[config.mk]
export PLATFORM = sky130hd
export DESIGN_NAME = execute_multdiv
export DESIGN_NICKNAME = d
export VERILOG_FILES = /design/src/rtl/execute_multdiv.sv
export SDC_FILE = /design/constraint.sdc
export NUM_CORES = 1
export LEC_CHECK = 0
export BUFFER_PORTS_ARGS = -buffer_cell sky130_fd_sc_hd__buf_2
export CORE_UTILIZATION = 40
export DETAILED_ROUTE_END_ITERATION = 16
export PLACE_DENSITY = 0.62
export SLEW_MARGIN = 25
export SYNTH_ARGS = -nofsm -noshare
export SYNTH_HDL_FRONTEND = slang
export SYNTH_SLANG_ARGS = --single-unit
[constraint.sdc]
create_clock -name clock -period 12.5 [get_ports clock]
set_input_delay 1.875 -clock clock [delete_from_list [all_inputs] [get_ports clock]]
set_output_delay 1.875 -clock clock [all_outputs]
set_load 0.005 [all_outputs]
[src/rtl/execute_multdiv.sv]
// execute_multdiv
//   Iterative signed multiply / divide unit for the execute stage. A start
//   request (ctrl_MULT or ctrl_DIV) in IDLE captures the forwarded operands.
//   The unit then runs WIDTH iteration cycles and presents the result with a
//   one-cycle ready pulse. The upstream stages are stalled while it works.
//
// Ports
//   clock           : single clock, rising edge
//   reset_n         : asynchronous active-low reset
//   ctrl_MULT       : start signed multiply (IDLE only; wins over ctrl_DIV)
//   ctrl_DIV        : start signed divide (IDLE only)
//   data_operandA   : multiplicand / dividend
//   data_operandB   : multiplier / divisor
//   data_result     : low WIDTH bits of the product, or the quotient (held)
//   data_exception  : multiply overflow, divide by zero or divide overflow (held)
//   data_resultRDY  : one-cycle result-valid pulse
//   stall           : hold upstream pipeline registers
//
// State   | meaning
// --------+--------------------------------------------------------------
// S_IDLE  | waiting for a start request; operands are latched on a start
// S_RUN   | one Booth / restoring-division iteration per clock, WIDTH total
// S_DONE  | result registers valid, data_resultRDY high for this cycle

module execute_multdiv #(
    parameter int WIDTH = 32
) (
    input  logic             clock,
    input  logic             reset_n,
    input  logic             ctrl_MULT,
    input  logic             ctrl_DIV,
    input  logic [WIDTH-1:0] data_operandA,
    input  logic [WIDTH-1:0] data_operandB,
    output logic [WIDTH-1:0] data_result,
    output logic             data_exception,
    output logic             data_resultRDY,
    output logic             stall
);

    localparam int CW = $clog2(WIDTH) + 1;

    localparam logic [1:0] S_IDLE = 2'd0;
    localparam logic [1:0] S_RUN  = 2'd1;
    localparam logic [1:0] S_DONE = 2'd2;

    localparam logic [CW-1:0] LAST_ITER = CW'(WIDTH - 1);

    logic [1:0]       state_q, state_d;
    logic [CW-1:0]    cnt_q, cnt_d;
    logic             is_div_q, is_div_d;
    // Multiply: multiplicand. Divide: divisor magnitude.
    logic [WIDTH-1:0] opa_q, opa_d;
    // Multiply: upper product half plus a guard bit so that subtracting the
    // most negative multiplicand cannot wrap. Divide: partial remainder.
    logic [WIDTH:0]   hi_q, hi_d;
    // Multiply: multiplier shifting out / product low half. Divide: dividend
    // magnitude shifting out / quotient shifting in.
    logic [WIDTH-1:0] lo_q, lo_d;
    logic             booth_q, booth_d;
    logic             neg_q, neg_d;
    logic             dz_q, dz_d;
    logic [WIDTH-1:0] res_q, res_d;
    logic             exc_q, exc_d;

    logic             start;
    logic             last_iter;
    logic [WIDTH-1:0] a_mag;
    logic [WIDTH-1:0] b_mag;

    // Booth iteration
    logic [WIDTH:0]   mul_add;
    logic [WIDTH:0]   mul_sub;
    logic [WIDTH:0]   mul_sum;
    logic [WIDTH:0]   mul_hi_n;
    logic [WIDTH-1:0] mul_lo_n;
    logic [2*WIDTH-1:0] product;
    logic [WIDTH:0]   prod_top;
    logic             mul_ovf;

    // Restoring division iteration
    logic [WIDTH:0]   div_shift;
    logic [WIDTH:0]   div_diff;
    logic [WIDTH:0]   div_hi_n;
    logic [WIDTH-1:0] div_lo_n;
    logic [WIDTH-1:0] quot_signed;
    logic             div_ovf;

    assign start     = (state_q == S_IDLE) && (ctrl_MULT || ctrl_DIV);
    assign last_iter = (cnt_q == LAST_ITER);

    assign a_mag = data_operandA[WIDTH-1] ? (~data_operandA + WIDTH'(1)) : data_operandA;
    assign b_mag = data_operandB[WIDTH-1] ? (~data_operandB + WIDTH'(1)) : data_operandB;

    // Radix-2 Booth: the pair {multiplier LSB, previous LSB} selects
    // add / subtract / nothing, then the whole accumulator shifts right
    // arithmetically.
    always_comb begin
        mul_add = hi_q + {opa_q[WIDTH-1], opa_q};
        mul_sub = hi_q - {opa_q[WIDTH-1], opa_q};
        case ({lo_q[0], booth_q})
            2'b01:   mul_sum = mul_add;
            2'b10:   mul_sum = mul_sub;
            default: mul_sum = hi_q;
        endcase
        mul_hi_n = {mul_sum[WIDTH], mul_sum[WIDTH:1]};
        mul_lo_n = {mul_sum[0], lo_q[WIDTH-1:1]};
    end

    assign product  = {mul_hi_n[WIDTH-1:0], mul_lo_n};
    assign prod_top = product[2*WIDTH-1:WIDTH-1];
    // The product fits in WIDTH signed bits only if the top WIDTH+1 bits agree.
    assign mul_ovf  = ~((&prod_top) | ~(|prod_top));

    // Restoring shift-subtract on magnitudes. The remainder is always below
    // the divisor, so the shifted value fits WIDTH+1 bits and bit WIDTH of
    // the difference is a valid borrow.
    always_comb begin
        div_shift = {hi_q[WIDTH-1:0], lo_q[WIDTH-1]};
        div_diff  = div_shift - {1'b0, opa_q};
        if (!div_diff[WIDTH]) begin
            div_hi_n = div_diff;
            div_lo_n = {lo_q[WIDTH-2:0], 1'b1};
        end else begin
            div_hi_n = div_shift;
            div_lo_n = {lo_q[WIDTH-2:0], 1'b0};
        end
    end

    assign quot_signed = neg_q ? (~div_lo_n + WIDTH'(1)) : div_lo_n;
    // Only MIN / -1 produces a positive quotient magnitude of 2^(WIDTH-1).
    assign div_ovf     = ~neg_q & div_lo_n[WIDTH-1];

    always_comb begin
        state_d  = state_q;
        cnt_d    = cnt_q;
        is_div_d = is_div_q;
        opa_d    = opa_q;
        hi_d     = hi_q;
        lo_d     = lo_q;
        booth_d  = booth_q;
        neg_d    = neg_q;
        dz_d     = dz_q;
        res_d    = res_q;
        exc_d    = exc_q;

        case (state_q)
            S_IDLE: begin
                if (start) begin
                    state_d  = S_RUN;
                    cnt_d    = '0;
                    is_div_d = ~ctrl_MULT;
                    hi_d     = '0;
                    booth_d  = 1'b0;
                    neg_d    = data_operandA[WIDTH-1] ^ data_operandB[WIDTH-1];
                    dz_d     = (data_operandB == '0);
                    if (ctrl_MULT) begin
                        opa_d = data_operandA;
                        lo_d  = data_operandB;
                    end else begin
                        opa_d = b_mag;
                        lo_d  = a_mag;
                    end
                end
            end

            S_RUN: begin
                cnt_d = cnt_q + CW'(1);
                if (is_div_q) begin
                    hi_d = div_hi_n;
                    lo_d = div_lo_n;
                end else begin
                    hi_d    = mul_hi_n;
                    lo_d    = mul_lo_n;
                    booth_d = lo_q[0];
                end
                if (last_iter) begin
                    state_d = S_DONE;
                    if (!is_div_q) begin
                        res_d = mul_lo_n;
                        exc_d = mul_ovf;
                    end else if (dz_q) begin
                        res_d = '0;
                        exc_d = 1'b1;
                    end else begin
                        res_d = quot_signed;
                        exc_d = div_ovf;
                    end
                end
            end

            S_DONE: begin
                state_d = S_IDLE;
            end

            default: begin
                state_d = S_IDLE;
            end
        endcase
    end

    always_ff @(posedge clock or negedge reset_n) begin
        if (!reset_n) begin
            state_q  <= S_IDLE;
            cnt_q    <= '0;
            is_div_q <= 1'b0;
            opa_q    <= '0;
            hi_q     <= '0;
            lo_q     <= '0;
            booth_q  <= 1'b0;
            neg_q    <= 1'b0;
            dz_q     <= 1'b0;
            res_q    <= '0;
            exc_q    <= 1'b0;
        end else begin
            state_q  <= state_d;
            cnt_q    <= cnt_d;
            is_div_q <= is_div_d;
            opa_q    <= opa_d;
            hi_q     <= hi_d;
            lo_q     <= lo_d;
            booth_q  <= booth_d;
            neg_q    <= neg_d;
            dz_q     <= dz_d;
            res_q    <= res_d;
            exc_q    <= exc_d;
        end
    end

    assign data_result    = res_q;
    assign data_exception = exc_q;
    assign data_resultRDY = (state_q == S_DONE);
    assign stall          = start || (state_q == S_RUN);

endmodule

==> qor.csv <==
metric;value;unit
outcome;finished clean;
clock-sinks;142;
crit_family;compound AO/OA/AOI/OAI gates;
syn_inst;1795;
cp.arrival;6.87;ns
wl_per_cell;18.8;microns
ir_worst_vdd;0.212;mV
ys_types;72;
p_per_area;320;mW/mm^2
ant_nets;0;
startpoint_type;flop;
overflow;0;
die_h;186;microns
syn_nets;1936;
maxSlewViolCount;0;
grt_pass1_vias;12300;
hold_violations;0;
tightest_slew;0.998;ns
initial_utilization;40.6;%
antenna_found_initial;0;
wirelength;43000;microns
row_count;67;
yosysWarnings;0;
htree_levels;4;
crit_top_cell;a21o_1;
dieArea;0.0347;sq mm
fmax;0.152;GHz
grt_max_degree;107;
ys_dominant_reg_cell;dfrtp_1;
track_usage;25.4;%
relSlewSlack;33.4;%
end_kind;flop;
fin_util;44.9;%
final_cell_area;0.0150;sq mm
syn2layout_area_growth;10.6;%
multi_input_area;0.00942;sq mm
num_antenna_cells;0;
crit_buf_inv;3;
synthArstFlopShare;100;%
cts_setup_buffers;0;
fin_nets;1969;
critPathKind;reg2reg;
hold_start;cnt_q[4];
skew;0.00980;ns
drive_above_1_share;10.1;%
clk_path_buf_depth;2;
ctsResizeCount;0;
synth-edff-count;0;
pin_count;103;
dr.pass1.iters;5;
rsz0062_at_grt;false;
min_period_over_period;52.6;%
r2r_start;lo_q[31];
path_max_fanout;19;
min_path_type;reg2reg;
drv_cap;0;
slowest_delay;0.46;ns
gp_congestion;1.00;
die_w;186;microns
cts_tree;built;
power;4.81;mW
syn-cell-area;0.0136;sq mm
root_buffer;clkbuf_16;
placed_cell_area;0.0144;sq mm
coreArea;0.0334;sq mm
drc;0;
dpl.hpwl;32300;microns
slowest_stage;or4_4;
period_minus_slack;6.57;ns
clock_latency;0.44;ns
vias;13300;
required;12.79;ns
synth_seq_cells;142;
port_buffers;102;
clk_pin_slew;0.07;ns
postCtsHoldBufs;0;
cp-startpoint;lo_q[31];
via_per_inst;5.83;
fin_setup_tns;0;ns
grt_pass1_wl;68500;microns
nFillCells;3399;
setup_viol;0;
syn_avg_cell_area;7.57;sq um
ys_seq_area_share;26.2;%
drt_iter0_markers;1078;
timing.hold.ws;0.496;ns
cts_buffers;17;
seqCellArea;0.00356;sq mm
p_leak;6.26;nW
cells by family after synthesis:
kind of cell,synth area share (%)
mux,1.82
compound gates,29.4
fa+ha+maj,6.84
flops,26.2
simple gates,21.0
buf+inv,4.65
xor+xnor,10.1
through the flow:
stage	cells	worst slack, ns
floorplan	1795	6.58
global placement	2257	6.08
detailed placement	2257	6.01
CTS	2289	6.00
global route	2289	5.51
finish	2289	5.93
path summary, 6_finish.rpt:
kind | end | slack [ns] | depth (start not counted)
min | cnt_q[4] | 0.50 | 1
min reg2reg | cnt_q[4] | 0.50 | 1
max reg2reg | data_result[26] | 5.93 | 26
min in group asynchronous | opa_q[10] | 1.46 | 1
max | data_result[26] | 5.93 | 26
max in group asynchronous | lo_q[14] | 9.62 | 2
layout make-up:
type                       instances  share of cell area [%]
clock buffer                      18                    2.86
clock inverter                    14                    1.18
multi-input combinational       1485                    62.7
inverter                          65                    1.62
sequential                       142                    23.7
timing repair buffer             117                    4.23
tap                              448                    3.73
where the power goes:
group / internal, mW / switching, mW
registers: 0.625 / 0.229
logic: 1.40 / 2.03
clock network: 0.303 / 0.231
total: 2.33 / 2.49
state kept, by name, indices dropped and copies added (netlist names), 2 cells and up:
signal	flops
data_result	32
lo_q	32
state_q	2
cnt_q	6
hi_q	33
opa_q	32
metal layers:
| metal | GRT usage (%) | wire [microns] |
|---|---|---|
| met5 | 0 | 0 |
| met4 | 7.87 | 1090 |
| met3 | 2.65 | 2190 |
| met2 | 41.7 | 19900 |
| met1 | 35.1 | 19800 |
placed cells by master, fill, tap and decap left out, drive strengths merged, types with 5 or more instances in the layout:
cell type | Yosys | layout
a21oi | 226 | 226
nand2 | 179 | 179
nor2 | 170 | 170
o21ai | 150 | 150
dfrtp | 142 | 142
buf | 15 | 117
xnor2 | 86 | 86
xor2 | 71 | 71
ha | 71 | 71
inv | 63 | 70
nor2b | 47 | 47
nor3 | 39 | 39
o31ai | 37 | 37
o221ai | 33 | 33
a21o | 32 | 32
nand3 | 24 | 24
a31oi | 23 | 23
o21a | 23 | 23
or4 | 20 | 20
nor4 | 20 | 20
mux2i | 18 | 18
clkbuf | 88 | 18
or3 | 18 | 18
and3 | 17 | 17
o211ai | 14 | 14
nand4 | 13 | 13
o41ai | 13 | 13
a211oi | 13 | 13
or2 | 13 | 13
nand2b | 9 | 9
a22o | 8 | 8
and2 | 7 | 7
a211o | 7 | 7
mux2 | 6 | 6
o22ai | 6 | 6
a21boi | 5 | 5
nor3b | 5 | 5
nand3b | 5 | 5
clkinv | 2 | 5
synthesized netlist by cell type (14+ instances only):
master / number / area [sq um]
inv_1: 63 / 236
ha_1: 71 / 888
o211ai_1: 14 / 105
xor2_1: 71 / 622
dfrtp_1: 142 / 3550
or4_1: 18 / 135
nand2_1: 179 / 672
nor3_1: 38 / 190
xnor2_1: 86 / 753
a21oi_1: 226 / 1130
and3_1: 17 / 106
o21a_1: 23 / 173
buf_1: 14 / 52.6
or3_1: 16 / 100
a21o_1: 32 / 240
nor2_1: 170 / 638
o21ai_0: 148 / 741
nand3_1: 24 / 120
o221ai_1: 33 / 289
mux2i_1: 18 / 180
clkbuf_1: 88 / 330
a31oi_1: 23 / 144
nor2b_1: 47 / 294
o31ai_1: 35 / 263
nor4_1: 19 / 119
Power figures use the tool's default switching activity.
